$ cat src/rtl/or_reduce_pipe.sv
// or_reduce_pipe: three-stage OR-reduction tree with valid/ready flow
// control, a sticky hit flag and a saturating hit counter.
module or_reduce_pipe #(
  parameter int W     = 128,
  parameter int CNT_W = 16
) (
  input  logic             CLK,
  input  logic             RST,
  input  logic             IN_VLD,
  input  logic [W-1:0]     IN_DATA,
  output logic             IN_RDY,
  output logic             OUT_VLD,
  input  logic             OUT_RDY,
  output logic             OUT_ANY,
  output logic [W/4-1:0]   OUT_GRP,
  input  logic             CLR,
  output logic             STICKY,
  output logic [CNT_W-1:0] HIT_CNT
);

  localparam int G1W = W / 4;
  localparam int G2W = W / 16;
  localparam int G3W = W / 64;

  logic             s1_vld_q;
  logic [G1W-1:0]   s1_g1_q;
  logic             s2_vld_q;
  logic [G1W-1:0]   s2_g1_q;
  logic [G2W-1:0]   s2_g2_q;
  logic             s3_vld_q;
  logic [G1W-1:0]   s3_g1_q;
  logic             s3_any_q;
  logic             sticky_q;
  logic             sticky_d;
  logic [CNT_W-1:0] cnt_q;
  logic [CNT_W-1:0] cnt_d;

  logic [G1W-1:0]   g1_d;
  logic [G2W-1:0]   g2_d;
  logic [G3W-1:0]   g3_d;
  logic             any_d;
  logic             en1;
  logic             en2;
  logic             en3;
  logic             hit;

  // Reduction tree: nibble ORs, then ORs of four flags per level.
  always_comb begin
    g1_d = '0;
    g2_d = '0;
    g3_d = '0;
    for (int i = 0; i < G1W; i++)
      g1_d[i] = |IN_DATA[4*i +: 4];
    for (int j = 0; j < G2W; j++)
      g2_d[j] = |s1_g1_q[4*j +: 4];
    for (int k = 0; k < G3W; k++)
      g3_d[k] = |s2_g2_q[4*k +: 4];
    any_d = |g3_d;
  end

  // A stage may load when it is empty or its content moves on.
  assign en3    = !s3_vld_q || OUT_RDY;
  assign en2    = !s2_vld_q || en3;
  assign en1    = !s1_vld_q || en2;
  assign IN_RDY = en1 && !RST;

  // Stage 1: register nibble flags of the accepted beat.
  always_ff @(posedge CLK) begin
    if (RST) begin
      s1_vld_q <= 1'b0;
      s1_g1_q  <= '0;
    end else if (en1) begin
      s1_vld_q <= IN_VLD;
      if (IN_VLD) s1_g1_q <= g1_d;
    end
  end

  // Stage 2: register 16-bit group flags, carry nibble flags.
  always_ff @(posedge CLK) begin
    if (RST) begin
      s2_vld_q <= 1'b0;
      s2_g1_q  <= '0;
      s2_g2_q  <= '0;
    end else if (en2) begin
      s2_vld_q <= s1_vld_q;
      if (s1_vld_q) begin
        s2_g1_q <= s1_g1_q;
        s2_g2_q <= g2_d;
      end
    end
  end

  // Stage 3: register the final ANY with nibble flags; holds on stall.
  always_ff @(posedge CLK) begin
    if (RST) begin
      s3_vld_q <= 1'b0;
      s3_g1_q  <= '0;
      s3_any_q <= 1'b0;
    end else if (en3) begin
      s3_vld_q <= s2_vld_q;
      if (s2_vld_q) begin
        s3_g1_q  <= s2_g1_q;
        s3_any_q <= any_d;
      end
    end
  end

  assign hit = s3_vld_q && OUT_RDY && s3_any_q;

  // Sticky/counter next state: a delivered hit wins over a clear.
  always_comb begin
    sticky_d = sticky_q;
    cnt_d    = cnt_q;
    if (hit) begin
      sticky_d = 1'b1;
      if (CLR)
        cnt_d = CNT_W'(1);
      else if (cnt_q != {CNT_W{1'b1}})
        cnt_d = cnt_q + CNT_W'(1);
    end else if (CLR) begin
      sticky_d = 1'b0;
      cnt_d    = '0;
    end
  end

  // Sticky flag and saturating hit counter state.
  always_ff @(posedge CLK) begin
    if (RST) begin
      sticky_q <= 1'b0;
      cnt_q    <= '0;
    end else begin
      sticky_q <= sticky_d;
      cnt_q    <= cnt_d;
    end
  end

  assign OUT_VLD = s3_vld_q;
  assign OUT_ANY = s3_any_q;
  assign OUT_GRP = s3_g1_q;
  assign STICKY  = sticky_q;
  assign HIT_CNT = cnt_q;

endmodule

$ cat config.mk
export PLATFORM = sky130hd
export DESIGN_NAME = or_reduce_pipe
export DESIGN_NICKNAME = d
export VERILOG_FILES = /design/src/rtl/or_reduce_pipe.sv
export SDC_FILE = /design/constraint.sdc
export NUM_CORES = 1
export LEC_CHECK = 0
export ABC_AREA = 1
export CORE_MARGIN = 3
export CORE_UTILIZATION = 40
export DETAILED_ROUTE_END_ITERATION = 10
export GPL_ROUTABILITY_DRIVEN = 0
export PLACE_DENSITY = 0.76
export SYNTH_ARGS = -nofsm -noshare
export SYNTH_HDL_FRONTEND = slang
export SYNTH_SLANG_ARGS = --single-unit
$ cat constraint.sdc
create_clock -name CLK -period 1.55 [get_ports CLK]
set_input_delay 0.31 -clock CLK [delete_from_list [all_inputs] [get_ports CLK]]
set_output_delay 0.31 -clock CLK [all_outputs]
set_load 0.01 [all_outputs]
==> summary.txt, run 1 <==
Status
  – Status: completed

Floorplan
  – Rows: 39
  – I/O pins: 185
  – Full die area: 0.01369 mm^2
  – Die Width: 117.0 um
  – Starting Density: 0.4209
  – Core footprint: 0.01171 mm^2
  – DIE HEIGHT: 117.0 um

Synth
  – Seq cells post-synth: 125
  – Sequential area share after synthesis: 0.5076
  – Most used DFF post-synth: dfxtp_1
  – Post-synth top area share: 0.5076
  – Synth area leader: dfxtp_1
  – Async set-reset flop share out of synthesis: 0
  – EDFF count, synth: 0
  – Synthesized Nets: 766
  – Synth cell types: 32
  – Avg Cell Area, Syn: 7.800 um^2
  – Post-Synthesis Cells: 632
  – Most common cell in the synthesized netlist: dfxtp_1
  – Synth top area cells: dfxtp_1 51%, o21ai_0 11%, nor2_1 8.8%
  – Synth top cells by count: 125 x dfxtp_1, 116 x nor2_1, 105 x o21ai_0
  – YS warnings: 0
  – Post-Syn Area: 0.004930 mm^2

Run
  – Max_cap viols: 0

Global routing
  – Vias in the first global route: 5093
  – Met3 GRT Util: 0.03445
  – Met1 Use GR: 0.2639
  – Grt met2 use: 0.3857
  – Initial antenna violation count: 0
  – GRT Total Usage: 0.2159
  – Largest net degree at the start of global routing: 100
  – Top Usage Layer GRT: met2
  – Grt total ovfl: 0
  – First-pass GRT wire length: 23.60 mm

Power and ir drop
  – Power density cells: 1070 mW/mm^2
  – VDD IR-drop max: 0.0008104 V
  – Leak Pwr: 3.174 nW

Setup path
  – Type of origin of the critical path: register
  – Required time of the critical path: 1.24 ns
  – Worst setup path category: reg2out
  – CP arrival: 1.22 ns
  – Slowest stage delay, CP: 0.34 ns
  – Critical-path maximum fanout: 3
  – Slowest cell on crit path: dfxtp_2
  – Worst path cell trace: nand4_1, nand2_1, inv_1, clkbuf_2
  – Critical Path End Type: output port

CTS
  – Root buffer cell: clkbuf_16
  – Hold_buf cts: 0
  – Clock latency on the worst-skew pair: 0.40 ns
  – Inserted Clock Buffers: 17
  – Setup bufs post-CTS: 0
  – Max Root-Sink Buffers: 2
  – Clock sink count: 125
  – CTS clk-pin slew, worst paths: 0.06 ns
  – Htree depth: 4
  – CTS tree: built

Drt
  – Initial DRC count: 429
  – Routed WL per cell: 14.77 um
  – Drt first pass iters: 5
  – Total Wirelength: 14.70 mm
  – Routed via count: 5109
  – Via density: 5.135
  – Residual DRC: 0
  – Final ANT Viol Nets: 0

Timing
  – Final Setup Violations: 0
  – Worst-margin pin slew: 0.4416 ns
  – Min cycle time layout: 1.532 ns
  – RSZ-0062 raised after global routing: yes
  – Fin. Hold Viols: 0
  – Clock skew: 0.005560 ns
  – Setup TNS Final: 0 ns
  – Final hold slack: 0.4206 ns
  – Achievable Freq: 652.9 MHz
  – Relative slew slack: 0.7029
  – Fin crit share: 0.9881
  – Final number of max-transition violations: 0

Cells and area
  – # fillers: 961
  – Final Util: 0.6549
  – Fraction of layout cells with a size suffix above 1: 0.1221
  – Area growth syn-to-layout: 55.58%
  – Final net count: 973
  – # diodes: 0

Placement
  – Dpl hpwl: 10.91 mm
  – PortBufs: 184

Worst hold path
  – Worst Hold Class: in2reg
report_power, final:
part | leakage, nW | switching [W] | total [W] | internal (W)
registers | 1.03 | 0.0000992 | 0.00350 | 0.00340
clock network | 0.276 | 0.00151 | 0.00379 | 0.00228
logic | 1.86 | 0.000398 | 0.000918 | 0.000520
critical path: cells and delay by family (launching register included):
family / cells / cell delay, ns
and+or+nand+nor: 2 / 0.32
DFF: 1 / 0.34
buffers and inverters: 2 / 0.16
registers in the layout, indices dropped and copies added (netlist names):
signal,flops
HIT_CNT,16
OUT_ANY,1
s2_g2_q,8
s1_g1_q,32
OUT_GRP,32
s2_vld_q,1
s1_vld_q,1
s2_g1_q,32
STICKY,1
OUT_VLD,1
logic make-up (layout without fill, tap and decap cells):
| logic type | after synthesis | count (layout) | share of synthesized area |
|---|---|---|---|
| AO/OA/AOI/OAI | 182 | 182 | 0.1896 |
| AND/OR/NAND/NOR | 249 | 249 | 0.2345 |
| XOR/XNOR | 1 | 1 | 0.001777 |
| flip-flops | 125 | 125 | 0.5076 |
| buffers and inverters | 74 | 294 | 0.06396 |
| adder cells (fa/ha/maj) | 1 | 1 | 0.002538 |
cells in the final DEF (no fill, tap or decap), drive strengths merged, types with 2 or more instances in the layout:
cell type	synthesis	final
a21oi	67	67
nor2	120	120
nor3	11	11
nand4	9	9
nand2	55	55
or2	2	2
nand3	18	18
o21ai	107	107
clkbuf	25	19
a211oi	3	3
dfxtp	125	125
nor4	34	34
clkinv	1	4
clkinvlp	0	3
a221oi	2	2
dlygate4sd2	0	52
clkdlybuf4s50	0	131
buf	8	37
inv	40	47
final cells by class:
class / count / area, um^2 / share of cell area
multi-input combinational: 433 / 2148 / 0.2801
clock buffer: 18 / 439.2 / 0.05726
sequential: 125 / 2515 / 0.3279
clock inverter: 14 / 135.1 / 0.01762
inverter: 41 / 153.9 / 0.02007
timing repair buffer: 221 / 2100 / 0.2737
tap: 143 / 178.9 / 0.02333
worst paths after layout:
path	slack [ns]	depth (start not counted)	from	to
setup reg to reg	0.13	9	HIT_CNT[1]$_SDFFE_PP0P_	HIT_CNT[11]$_SDFFE_PP0P_
hold / removal	0.42	4	OUT_RDY	OUT_VLD$_SDFFE_PP0P_
hold reg to reg	0.46	2	s2_g1_q[24]$_SDFFE_PP0P_	s2_g1_q[24]$_SDFFE_PP0P_
setup / recovery	0.02	4	s2_vld_q$_SDFFE_PP0P_	IN_RDY
timing repair:
item                       CTS  global route
gates resized for setup     59            15
setup endpoints to repair   52             9
cloned                       0             0
pin swaps                    1             2
metrics by stage:
| step | instances | setup slack (ns) | area, um^2 | total power [W] |
|---|---|---|---|---|
| floorplan | 632 | 0.003141 | 4932 | 0.003907 |
| CTS | 995 | -0.1528 | 7634 | 0.008240 |
| global placement | 963 | -0.4903 | 7119 | 0.004477 |
| detailed placement | 963 | -0.4725 | 7119 | 0.004507 |
| finish | 995 | 0.01839 | 7670 | 0.008207 |
| global route | 995 | -0.06121 | 7670 | 0.008489 |
per-layer routing:
metal / up-vias / wire length [um]
met3: 17 / 782
li1: 2582 / -
met4: 0 / 214
met1: 2347 / 6051
met5: - / 0
met2: 163 / 7652
Power figures use the tool's default switching activity.
==> inputs of run 2 (changes only) <==
- HOLD_SLACK_MARGIN: unset -> 0.08
==> results of run 2 <==
Final layout, timing and power as in run 1 (identical DEF).
==> inputs of run 3 (changes only) <==
- CORE_ASPECT_RATIO: unset -> 0.9
- HOLD_SLACK_MARGIN: 0.08 -> 0.03
- SKIP_LAST_GASP: unset -> 1
==> summary.txt, run 3 (synthesis gave the netlist of run 1 again) <==
Setup path
  – Worst setup path category: in2out
  – Critical Path End Type: output port
  – Critical-path maximum fanout: 2 (-1)
  – R2R Setup Slk: 0.09 ns (-0.04 ns)
  – Required time of the critical path: 1.24 ns (about the same)
  – Type of origin of the critical path: input port
  – CP arrival: 1.26 ns (+0.04 ns)

Drt
  – Drt first pass iters: 4 (-1)
  – Total Wirelength: 15.38 mm (+4.6%)
  – Initial DRC count: 335 (-22%)
  – Residual DRC: 0 (unchanged)
  – Final ANT Viol Nets: 0 (unchanged)
  – Via density: 5.254 (+2.3%)
  – Routed via count: 5270 (+3.2%)
  – Routed WL per cell: 15.33 um (+3.8%)

Power and ir drop
  – VDD IR-drop max: 0.0009206 V (+14%)
  – Leak Pwr: 3.176 nW (about the same)
  – Power density cells: 1082 mW/mm^2 (+1.1%)
  – Design Power: 0.008317 W (+1.3%)

Run
  – Max_cap viols: 0 (unchanged)

Timing
  – Fin crit share: 1.010 (+0.02181)
  – Setup TNS Final: -0.01542 ns (-0.01542 ns)
  – Final Setup Violations: 1 (+1)
  – Clock skew: 0.008433 ns (+0.002873 ns)
  – RSZ-0062 raised after global routing: yes
  – Min cycle time layout: 1.565 ns (+0.03381 ns)
  – Relative slew slack: 0.6318 (-0.07113)
  – Final number of max-transition violations: 0 (unchanged)
  – Fin. Hold Viols: 0 (unchanged)
  – Worst-margin pin slew: 0.5473 ns (+0.1057 ns)
  – PnR worst setup slack: -0.01542 ns (-0.03381 ns)
  – Achievable Freq: 638.8 MHz (-2.2%)

Floorplan
  – Starting Density: 0.4209 (about the same)
  – Die Width: 123.0 um (+5.1%)
  – Core footprint: 0.01171 mm^2 (about the same)
  – I/O pins: 185 (unchanged)
  – DIE HEIGHT: 111.3 um (-4.9%)
  – Rows: 37 (-5.1%)
  – Full die area: 0.01369 mm^2 (about the same)

Placement
  – Dpl cells: 971 (+0.83%)
  – Placed inst area: 0.007111 mm^2 (-0.12%)
  – Dpl hpwl: 11.40 mm (+4.5%)
  – PortBufs: 184 (unchanged)

CTS
  – Root buffer cell: clkbuf_16
  – Setup bufs post-CTS: 0 (unchanged)
  – Clock sink count: 125 (unchanged)
  – Htree depth: 4 (unchanged)
  – CTS tree: built
  – Clock latency on the worst-skew pair: 0.41 ns (about the same)
  – CTS clk-pin slew, worst paths: 0.05 ns (about the same)
  – Inserted Clock Buffers: 17 (unchanged)
  – Max Root-Sink Buffers: 2 (unchanged)
  – Hold_buf cts: 0 (unchanged)

Global routing
  – Grt total ovfl: 0 (unchanged)
  – Largest net degree at the start of global routing: 101 (+1.0%)
  – GRT Total Usage: 0.2244 (+0.008570)
  – Vias in the first global route: 5319 (+4.4%)
  – Initial antenna violation count: 0 (unchanged)
  – First-pass GRT wire length: 24.91 mm (+5.5%)

Cells and area
  – Fraction of layout cells with a size suffix above 1: 0.1145 (-0.007544)
  – # fillers: 982 (+2.2%)
  – Final net count: 968 (-0.51%)
  – Final Non-Filler Cells: 1003 (+0.80%)
  – # diodes: 0 (unchanged)
  – Area growth syn-to-layout: 55.89%
  – Most frequent cells in the layout: 131 x clkdlybuf4s50_1, 118 x dfxtp_1, 113 x nor2_1
  – Finished layout cell area: 0.007685 mm^2 (+0.20%)
  – Most common cell after layout, fill and taps aside: clkdlybuf4s50_1

Status
  – Status: finished with violations
  – Failing checks: negative setup slack

Worst hold path
  – Worst Hold Class: in2reg
## run 3: final timing paths
path,from,endpoint,depth (start not counted)
worst max register to register,HIT_CNT[1]$_SDFFE_PP0P_,HIT_CNT[7]$_SDFFE_PP0P_,9
worst min-delay path,OUT_RDY,STICKY$_SDFFE_PP0P_,3
worst min register to register,s2_g1_q[24]$_SDFFE_PP0P_,s2_g1_q[24]$_SDFFE_PP0P_,2
worst max-delay path,RST,IN_RDY,5
## run 3: power breakdown
part	switching (W)	internal, W	total (W)
Combinational	0.000406	0.000520	0.000927
Sequential	0.000104	0.00340	0.00350
Clock	0.00150	0.00239	0.00389
## run 3: layout make-up
| type | instances | area [um^2] | share of cell area |
|---|---|---|---|
| sequential | 125 | 2511 | 0.3268 |
| multi-input combinational | 433 | 2153 | 0.2802 |
| timing repair buffer | 216 | 2082 | 0.2709 |
| clock buffer | 17 | 425.4 | 0.05536 |
| tap | 156 | 195.2 | 0.02540 |
| clock inverter | 15 | 163.9 | 0.02133 |
| inverter | 41 | 153.9 | 0.02003 |
## run 3: through the flow
stage	setup slack, ns	util	hold slack [ns]
floorplan	0.003141	-	0.4294
global route	-0.05602	0.6561	0.3572
global placement	-0.3441	0.6071	0.4462
CTS	-0.1048	0.6524	0.4583
detailed placement	-0.3754	0.6071	0.4484
finish	-0.01542	0.6561	0.3348
## run 3: repair_timing
item,CTS,global route
setup endpoints to repair,52,54
gates resized for setup,57,13
pin swaps,0,3
hold endpoints to repair,0,0
## run 3: worst max-delay path, stage by stage
cell and delay [ns]:
clkdlybuf4s50_1 0.52, inv_2 0.05, nand2_1 0.06, inv_1 0.03, dlygate4sd2_1 0.28
## run 3: metal layers
| metal | vias to the layer above | GRT usage | routed length, um |
|---|---|---|---|
| met2 | 229 | 0.3880 | 7814 |
| met5 | - | 0 | 0 |
| met1 | 2437 | 0.2697 | 6154 |
| met3 | 27 | 0.05306 | 1070 |
| li1 | 2577 | - | - |
| met4 | 0 | 0.08192 | 340 |
